`config.mk`:
```
export PLATFORM = sky130hd
export DESIGN_NAME = mem_arbiter_flat
export DESIGN_NICKNAME = d
export VERILOG_FILES = /design/src/rtl/mem_arbiter_if.sv /design/src/rtl/mem_arbiter.sv /design/src/flat_wrapper.sv
export SDC_FILE = /design/constraint.sdc
export NUM_CORES = 1
export LEC_CHECK = 0
export CAP_MARGIN = 30
export CORE_UTILIZATION = 46
export CTS_CLUSTER_DIAMETER = 60
export CTS_CLUSTER_SIZE = 14
export DETAILED_ROUTE_END_ITERATION = 7
export GPL_ROUTABILITY_DRIVEN = 0
export PLACE_DENSITY = 0.93
export SYNTH_ARGS = -nofsm -noshare
export SYNTH_HDL_FRONTEND = slang
export SYNTH_SLANG_ARGS = --single-unit
```
`constraint.sdc`:
```
create_clock -name clock -period 4.5 [get_ports clock]
set_input_delay 0.45 -clock clock [delete_from_list [all_inputs] [get_ports clock]]
set_output_delay 0.45 -clock clock [all_outputs]
set_load 0.03 [all_outputs]
```
`src/rtl/mem_arbiter_if.sv`:
```
// Bundle of the two requester handshakes (fetch, data) and the memory bus
// around mem_arbiter. The arbiter connects through the slave modport; the
// requesters and the memory model connect through the master modport.
interface mem_arbiter_if #(
  parameter int ADDR_WIDTH = 8,
  parameter int DATA_WIDTH = 8
);
  // instruction-fetch requester
  logic                  if_req;
  logic [ADDR_WIDTH-1:0] if_addr;
  logic                  if_gnt;
  logic                  if_done;
  logic [DATA_WIDTH-1:0] if_rdata;

  // data load/store requester
  logic                  dt_req;
  logic                  dt_we;
  logic [ADDR_WIDTH-1:0] dt_addr;
  logic [DATA_WIDTH-1:0] dt_wdata;
  logic                  dt_gnt;
  logic                  dt_done;
  logic [DATA_WIDTH-1:0] dt_rdata;

  // single-port memory
  logic                  mem_en;
  logic                  mem_we;
  logic [ADDR_WIDTH-1:0] mem_addr;
  logic [DATA_WIDTH-1:0] mem_wdata;
  logic [DATA_WIDTH-1:0] mem_rdata;

  logic                  busy;

  modport slave (
    input  if_req, if_addr,
    output if_gnt, if_done, if_rdata,
    input  dt_req, dt_we, dt_addr, dt_wdata,
    output dt_gnt, dt_done, dt_rdata,
    output mem_en, mem_we, mem_addr, mem_wdata,
    input  mem_rdata,
    output busy
  );

  modport master (
    output if_req, if_addr,
    input  if_gnt, if_done, if_rdata,
    output dt_req, dt_we, dt_addr, dt_wdata,
    input  dt_gnt, dt_done, dt_rdata,
    input  mem_en, mem_we, mem_addr, mem_wdata,
    output mem_rdata,
    input  busy
  );
endinterface

```
`src/rtl/mem_arbiter.sv`:
```
// Single-port memory arbiter between instruction fetch and data load/store.
// One access at a time: IDLE picks a winner (round-robin on ties), ACCESS
// holds mem_en for WAIT_CYCLES cycles, DONE pulses the owner's done.
module mem_arbiter #(
  parameter int ADDR_WIDTH  = 8,
  parameter int DATA_WIDTH  = 8,
  parameter int WAIT_CYCLES = 1
) (
  input logic          clock,
  input logic          reset,
  mem_arbiter_if.slave bus
);

  typedef enum logic [1:0] {
    S_IDLE,
    S_ACCESS,
    S_DONE
  } state_t;

  typedef enum logic {
    OWN_FETCH,
    OWN_DATA
  } owner_t;

  // WAIT_CYCLES is at most 15, so the counter never exceeds 14
  localparam int              CW   = 4;
  localparam logic [CW-1:0]   LAST = CW'(WAIT_CYCLES - 1);

  state_t                state;
  state_t                state_nxt;
  owner_t                owner;
  owner_t                last_owner;
  logic [CW-1:0]         cnt;
  logic                  cnt_last;

  logic [ADDR_WIDTH-1:0] addr_q;
  logic                  we_q;
  logic [DATA_WIDTH-1:0] wdata_q;
  logic [DATA_WIDTH-1:0] if_rdata_q;
  logic [DATA_WIDTH-1:0] dt_rdata_q;

  logic                  pick_fetch;
  logic                  pick_data;

  assign cnt_last = (cnt == LAST);

  // Arbitration: a lone request wins; on a tie the requester that did not
  // win last time goes first, so a pending loser beats a repeat request.
  always_comb begin
    pick_fetch = bus.if_req && (!bus.dt_req || (last_owner == OWN_DATA));
    pick_data  = bus.dt_req && !pick_fetch;
  end

  // State register
  always_ff @(posedge clock) begin
    if (reset) begin
      state <= S_IDLE;
    end else begin
      state <= state_nxt;
    end
  end

  // Next-state logic
  always_comb begin
    state_nxt = state;
    unique case (state)
      S_IDLE:   if (bus.if_req || bus.dt_req) state_nxt = S_ACCESS;
      S_ACCESS: if (cnt_last) state_nxt = S_DONE;
      S_DONE:   state_nxt = S_IDLE;
      default:  state_nxt = S_IDLE;
    endcase
  end

  // Datapath: latch the winner's request, count wait cycles, capture reads
  always_ff @(posedge clock) begin
    if (reset) begin
      cnt        <= '0;
      owner      <= OWN_FETCH;
      last_owner <= OWN_DATA;
      addr_q     <= '0;
      we_q       <= 1'b0;
      wdata_q    <= '0;
      if_rdata_q <= '0;
      dt_rdata_q <= '0;
    end else begin
      unique case (state)
        S_IDLE: begin
          cnt <= '0;
          if (pick_fetch) begin
            owner   <= OWN_FETCH;
            addr_q  <= bus.if_addr;
            we_q    <= 1'b0;
            wdata_q <= '0;
          end else if (pick_data) begin
            owner   <= OWN_DATA;
            addr_q  <= bus.dt_addr;
            we_q    <= bus.dt_we;
            wdata_q <= bus.dt_wdata;
          end
        end
        S_ACCESS: begin
          if (cnt_last) begin
            cnt        <= '0;
            last_owner <= owner;
            if (!we_q) begin
              if (owner == OWN_FETCH) begin
                if_rdata_q <= bus.mem_rdata;
              end else begin
                dt_rdata_q <= bus.mem_rdata;
              end
            end
          end else begin
            cnt <= cnt + 1'b1;
          end
        end
        default: begin
          cnt <= '0;
        end
      endcase
    end
  end

  // Outputs decoded from state and owner; address/data come from registers
  always_comb begin
    bus.if_gnt    = (state == S_ACCESS) && (owner == OWN_FETCH);
    bus.dt_gnt    = (state == S_ACCESS) && (owner == OWN_DATA);
    bus.if_done   = (state == S_DONE)   && (owner == OWN_FETCH);
    bus.dt_done   = (state == S_DONE)   && (owner == OWN_DATA);
    bus.mem_en    = (state == S_ACCESS);
    bus.mem_we    = (state == S_ACCESS) && we_q;
    bus.mem_addr  = addr_q;
    bus.mem_wdata = wdata_q;
    bus.if_rdata  = if_rdata_q;
    bus.dt_rdata  = dt_rdata_q;
    bus.busy      = (state != S_IDLE);
  end

  // Ownership is exclusive: never two grants or two done pulses at once
  gnt_exclusive: assert property (@(posedge clock) disable iff (reset)
    !(bus.if_gnt && bus.dt_gnt));
  done_exclusive: assert property (@(posedge clock) disable iff (reset)
    !(bus.if_done && bus.dt_done));

endmodule

```
`src/flat_wrapper.sv`:
```
// flat-port wrapper written by rule: the top's interface ports become plain ports
module mem_arbiter_flat 
#(
  parameter int ADDR_WIDTH  = 8,
  parameter int DATA_WIDTH  = 8,
  parameter int WAIT_CYCLES = 1
)
  (clock, reset, bus_if_req, bus_if_addr, bus_if_gnt, bus_if_done, bus_if_rdata, bus_dt_req, bus_dt_we, bus_dt_addr, bus_dt_wdata, bus_dt_gnt, bus_dt_done, bus_dt_rdata, bus_mem_en, bus_mem_we, bus_mem_addr, bus_mem_wdata, bus_mem_rdata, bus_busy);
  mem_arbiter_if #(.ADDR_WIDTH(ADDR_WIDTH), .DATA_WIDTH(DATA_WIDTH)) bus_i ();
  input logic clock;
  input logic reset;
  input wire logic [$bits(bus_i.if_req)-1:0] bus_if_req;
  input wire logic [$bits(bus_i.if_addr)-1:0] bus_if_addr;
  output wire logic [$bits(bus_i.if_gnt)-1:0] bus_if_gnt;
  output wire logic [$bits(bus_i.if_done)-1:0] bus_if_done;
  output wire logic [$bits(bus_i.if_rdata)-1:0] bus_if_rdata;
  input wire logic [$bits(bus_i.dt_req)-1:0] bus_dt_req;
  input wire logic [$bits(bus_i.dt_we)-1:0] bus_dt_we;
  input wire logic [$bits(bus_i.dt_addr)-1:0] bus_dt_addr;
  input wire logic [$bits(bus_i.dt_wdata)-1:0] bus_dt_wdata;
  output wire logic [$bits(bus_i.dt_gnt)-1:0] bus_dt_gnt;
  output wire logic [$bits(bus_i.dt_done)-1:0] bus_dt_done;
  output wire logic [$bits(bus_i.dt_rdata)-1:0] bus_dt_rdata;
  output wire logic [$bits(bus_i.mem_en)-1:0] bus_mem_en;
  output wire logic [$bits(bus_i.mem_we)-1:0] bus_mem_we;
  output wire logic [$bits(bus_i.mem_addr)-1:0] bus_mem_addr;
  output wire logic [$bits(bus_i.mem_wdata)-1:0] bus_mem_wdata;
  input wire logic [$bits(bus_i.mem_rdata)-1:0] bus_mem_rdata;
  output wire logic [$bits(bus_i.busy)-1:0] bus_busy;
  assign bus_i.if_req = bus_if_req;
  assign bus_i.if_addr = bus_if_addr;
  assign bus_if_gnt = bus_i.if_gnt;
  assign bus_if_done = bus_i.if_done;
  assign bus_if_rdata = bus_i.if_rdata;
  assign bus_i.dt_req = bus_dt_req;
  assign bus_i.dt_we = bus_dt_we;
  assign bus_i.dt_addr = bus_dt_addr;
  assign bus_i.dt_wdata = bus_dt_wdata;
  assign bus_dt_gnt = bus_i.dt_gnt;
  assign bus_dt_done = bus_i.dt_done;
  assign bus_dt_rdata = bus_i.dt_rdata;
  assign bus_mem_en = bus_i.mem_en;
  assign bus_mem_we = bus_i.mem_we;
  assign bus_mem_addr = bus_i.mem_addr;
  assign bus_mem_wdata = bus_i.mem_wdata;
  assign bus_i.mem_rdata = bus_mem_rdata;
  assign bus_busy = bus_i.busy;
  mem_arbiter #(.ADDR_WIDTH(ADDR_WIDTH), .DATA_WIDTH(DATA_WIDTH), .WAIT_CYCLES(WAIT_CYCLES)) u_core (.clock(clock), .reset(reset), .bus(bus_i));
endmodule
```
# ---- After elaboration in Yosys (flattened, before gate mapping)
# Index checks and enable logic that the tools add are counted.
dict set report word_totals {
  reg_bits 41
  latchBits 0
  ramBits 0
  rom_bits 0
  input_bits 37
  output_inout_bits 39
  memories 0
}
dict set report op_classes {
  n_addsub 1
  n_mul 0
  div 0
  order_cmp 0
  n_eq_ne 4
  shift 0
  mux 11
  n_bitwise 3
  reduce_logical 21
}
# operator n
set ops {}
lappend ops {{2-to-1 mux 8 bit} 4}
lappend ops {{AND reduction 4 bit} 2}
lappend ops {{logical AND 1 bit} 7}
lappend ops {{AND reduction 2 bit} 3}
lappend ops {{adder 4 x 1 -> 4 bit, second input constant} 1}
lappend ops {{zero test 4 bit} 1}
lappend ops {{2-to-1 mux 1 bit} 4}
lappend ops {{2-to-1 mux 2 bit} 2}
lappend ops {{!= test 2 x 1 -> 1 bit, second input constant} 2}
lappend ops {{case mux 2 bit (2 select lines)} 1}
lappend ops {{nonzero test 2 bit} 2}
lappend ops {{NOT 1 bit} 3}
lappend ops {{OR reduction 3 bit} 1}
lappend ops {{== test 2 x 1 -> 1 bit, second input constant} 1}
lappend ops {{== test 2 bit, second input constant} 1}
lappend ops {{zero test 1 bit} 2}
lappend ops {{zero test 2 bit} 1}
lappend ops {{logical OR 1 bit} 2}

# ---- Depth between registers and ports, before layout
dict set report logic_depth {
  depth_word 7
  mapped_depth 6
  depth_no_buf 5
}

# ---- Worst setup path after synthesis
# OpenSTA, ideal clock, no wires.
dict set report synth_timing {
  kind {register to output}
  start {register u_core.owner}
  end {output port bus_if_done}
  t_arrival_ns 1.224
  required_ns 4.050
  setup_slack_ns 2.826
  path_stages_with_launch 3
  path_buffers 1
  path_cell_list {dfxtp_1 -> clkbuf_1 -> nor3b_1}
}
dict set report synth_between {
  elab_chain_len 2
}
# item line_no
set synth_lines {}
lappend synth_lines {{start: declaration} mem_arbiter.sv:31} ;# owner_t owner;
lappend synth_lines {{start signal: assignment} mem_arbiter.sv:78} ;# owner <= OWN_FETCH;
lappend synth_lines {{start signal: assignment} mem_arbiter.sv:90} ;# owner <= OWN_FETCH;
lappend synth_lines {{start signal: assignment} mem_arbiter.sv:95} ;# owner <= OWN_DATA;
lappend synth_lines {{NOT 1 bit} -}
lappend synth_lines {{logical AND 1 bit} mem_arbiter.sv:127} ;# bus.if_done = (state == S_DONE) && (owner == OWN_FETCH);
lappend synth_lines {{end: declaration} flat_wrapper.sv:15} ;# output wire logic [$bits(bus_i.if_done)-1:0] bus_if_done;
# No other way between the ends.

# ---- Worst setup path in the final report
dict set report layout_timing {
  start {register u_core.state[1]}
  end {output port bus_busy}
}
dict set report layout_between {
  elab_chain_len 1
}
# item line_no
set layout_lines {}
lappend layout_lines {{start: declaration} mem_arbiter.sv:29} ;# state_t state;
lappend layout_lines {{start signal: assignment} mem_arbiter.sv:59} ;# state <= state_nxt;
lappend layout_lines {{nonzero test 2 bit} mem_arbiter.sv:135} ;# bus.busy = (state != S_IDLE);
lappend layout_lines {{end: declaration} flat_wrapper.sv:29} ;# output wire logic [$bits(bus_i.busy)-1:0] bus_busy;
# No other way between the ends.

==> flow_summary.json <==
{
  "status": "completed",
  "port_buffers": 75,
  "hp-start": "u_core.cnt[0]",
  "worstHoldPathType": "flip-flop to flip-flop",
  "drcViolationCount": 0,
  "crit_required_ns": 4.05,
  "cts_buffers": 5,
  "min_period_ns": 2.79,
  "htreeDepth": 2,
  "cts_tree": "yes",
  "hold_depth": 1,
  "wl_met1_mm": 2.08,
  "grtUsageTotal_pct": 24.5,
  "final_cell_mix": "clkdlybuf4s50_1, dfxtp_1, a21oi_1, o21ai_0, nand2b_1",
  "coreArea_um2": 3740,
  "antenna_found_initial": 0,
  "slowest_stage": "clkdlybuf4s50_1",
  "p_leak_nw": 0.942,
  "clock-root-buffer": "clkbuf_8",
  "slew_violations": 0,
  "drt_iter0_drc": 118,
  "finalHoldViolCount": 0,
  "netlist_area_um2": 1840,
  "mostFrequentLayoutCell": "clkdlybuf4s50_1",
  "die_area_um2": 4260,
  "r2r-end": "u_core.bus.mem_addr[2]",
  "firstDrtPassIters": 4,
  "layout-drive-gt1-share_pct": 4.00,
  "diodes": 0,
  "vdd_drop_max_v": 0.000222,
  "ys_ff_latch": 41,
  "die_x_um": 65.3,
  "vias": 1847,
  "arrival_ns": 2.34,
  "crit_fanout": 19,
  "slowest_delay_ns": 0.69,
  "grt_pass1_vias": 1717,
  "rsz0062_at_grt": "false",
  "start_util_pct": 49.2,
  "crit_family": "buffers and inverters",
  "async_flop_share_pct": 0,
  "syn_to_final_growth_pct": 44.9,
  "post-route-util_pct": 71.4,
  "syn_area_per_cell_um2": 8.86,
  "tightest_slew_ns": 0.757,
  "clock_latency_ns": 0.30,
  "clkSinkCount": 41,
  "drt-vias-per-instance": 5.72,
  "r2r-start": "u_core.state[1]",
  "crit_path_start_kind": "flip-flop",
  "syn_nets": 247,
  "maxCapViolations": 0,
  "seq_area_frac_synth_pct": 44.5,
  "cts.clk_slew.worst_paths_ns": 0.07,
  "crit_type": "flip-flop to primary output",
  "synth_ff_type": "dfxtp_1",
  "crit_chain": "nor2_2 -> inv_1 -> clkdlybuf4s50_1",
  "drt_wl_total_mm": 4.90,
  "synth_cell_types": 33,
  "powerDensity_nw_per_um2": 313,
  "cp-end-kind": "primary output",
  "relSlewSlack_pct": 49.5,
  "wl_per_cell_um": 15.2,
  "row_count": 22,
  "max_freq_ghz": 0.358,
  "ios": 76,
  "yosysWarnings": 0,
  "period_share_pct": 62.0,
  "ctsResizeCount": 0,
  "cts_buffer_depth": 2,
  "finalSetupTns_ns": 0,
  "setup_violations": 0,
  "nets": 313,
  "place_hpwl_mm": 3.42,
  "reg2reg_slack_ns": 2.30,
  "hold_end": "u_core.cnt[0]",
  "clock_skew_ns": 0.00419,
  "antenna_left": 0,
  "syn_inst": 208,
  "cts_setup_buffers": 0,
  "path_buf_inv": 2,
  "synth_edf_count": 0,
  "routed.top_layer": "met4",
  "routed-wl-met3_um": 370,
  "dr_wl_met2_mm": 2.37,
  "die_h_um": 65.3,
  "hold_buffers": 0,
  "fillCellCount": 296,
  "grt_max_degree": 27,
  "grt-ovfl-total": 0,
  "ff2ff_path_depth": 4,
  "grt_pass1_wl_mm": 8.05
}
==> worst reg2reg max path, stage by stage (launching register included) <==
cell	delay (ns)
dfxtp_1	0.36
nor2_2	0.62
inv_1	0.38
nor2_1	0.52
a311oi_1	0.17
==> per-stage QoR <==
step | power [W] | std cells | instance area, um^2 | hold WS, ns | setup slack, ns
after floorplan | 0.000520 | 208 | 1840 | 0.430 | 2.83
after global placement | 0.000608 | 315 | 2590 | 0.444 | 2.15
after detailed placement | 0.000611 | 315 | 2590 | 0.452 | 2.10
after CTS | 0.000840 | 323 | 2670 | 0.469 | 1.76
after global routing | 0.000872 | 323 | 2670 | 0.493 | 1.59
final | 0.000837 | 323 | 2670 | 0.465 | 1.71
==> cell type report <==
type	instances	area [um^2]	area share [%]
Clock buffer	8	80.1	3.00
Inverter	7	26.3	0.984
Multi-Input combinational cell	142	918	34.4
Sequential cell	41	821	30.7
Tap cell	48	60.1	2.25
Timing Repair Buffer	77	766	28.7
==> state kept, by name, indices dropped and copies added, names as in the netlist <==
name,flops
u_core.bus.dt_rdata,8
u_core.bus.if_rdata,8
u_core.bus.mem_addr,8
u_core.bus.mem_wdata,8
u_core.cnt,4
u_core.last_owner,1
u_core.owner,1
u_core.state,2
u_core.we_q,1
==> synth_stat cells, types with 2 or more instances <==
master	instances	area share [%]
nor2_1	7	1.4
o2111ai_1	9	4.3
clkbuf_1	14	2.9
o21ai_0	26	7.1
nand2b_1	18	6.1
nor3b_1	2	0.81
buf_2	2	0.54
a311oi_1	8	3.8
inv_1	7	1.4
a21oi_1	27	7.3
mux2i_1	8	4.3
nand3_1	17	4.6
ha_1	2	1.4
and2_1	2	0.68
dfxtp_1	41	45
==> report_power, final <==
| group | switching (W) | internal (W) |
|---|---|---|
| clock | 0.000121 | 0.000110 |
| combinational | 0.000113 | 0.0000924 |
| sequential | 0.0000156 | 0.000385 |
| total | 0.000250 | 0.000587 |
==> kinds of logic (layout without fill, tap and decap cells) <==
| kind of cell | Yosys count | in the layout | synth area share [%] |
|---|---|---|---|
| AOI/OAI and AO/OA | 73 | 73 | 23.8 |
| and+or+nand+nor | 57 | 57 | 19.3 |
| adders and majority gates | 2 | 2 | 1.36 |
| DFF | 41 | 41 | 44.5 |
| buffers and inverters | 25 | 92 | 5.63 |
| xor gates and xnor gates | 2 | 2 | 0.951 |
| muxes | 8 | 8 | 4.35 |
==> routing by layer <==
metal / global-route usage, % / up-vias
met5: 0 / -
met4: 8.97 / 0
met3: 4.69 / 7
met2: 39.7 / 88
met1: 32.1 / 863
li1: - / 889
==> worst max-delay path by stage <==
| stage | from | to | slack (ns) | cells past startpoint |
|---|---|---|---|---|
| global placement | u_core.state[1] | bus_busy | 2.15 | 3 |
| floorplan | u_core.owner | bus_if_done | 2.83 | 2 |
| finish | u_core.state[1] | bus_busy | 1.71 | 3 |
| global route | u_core.state[1] | bus_busy | 1.59 | 3 |
| detailed placement | u_core.state[1] | bus_busy | 2.10 | 3 |
| CTS | u_core.state[1] | bus_busy | 1.76 | 3 |
(Power assumes the default switching activity.)
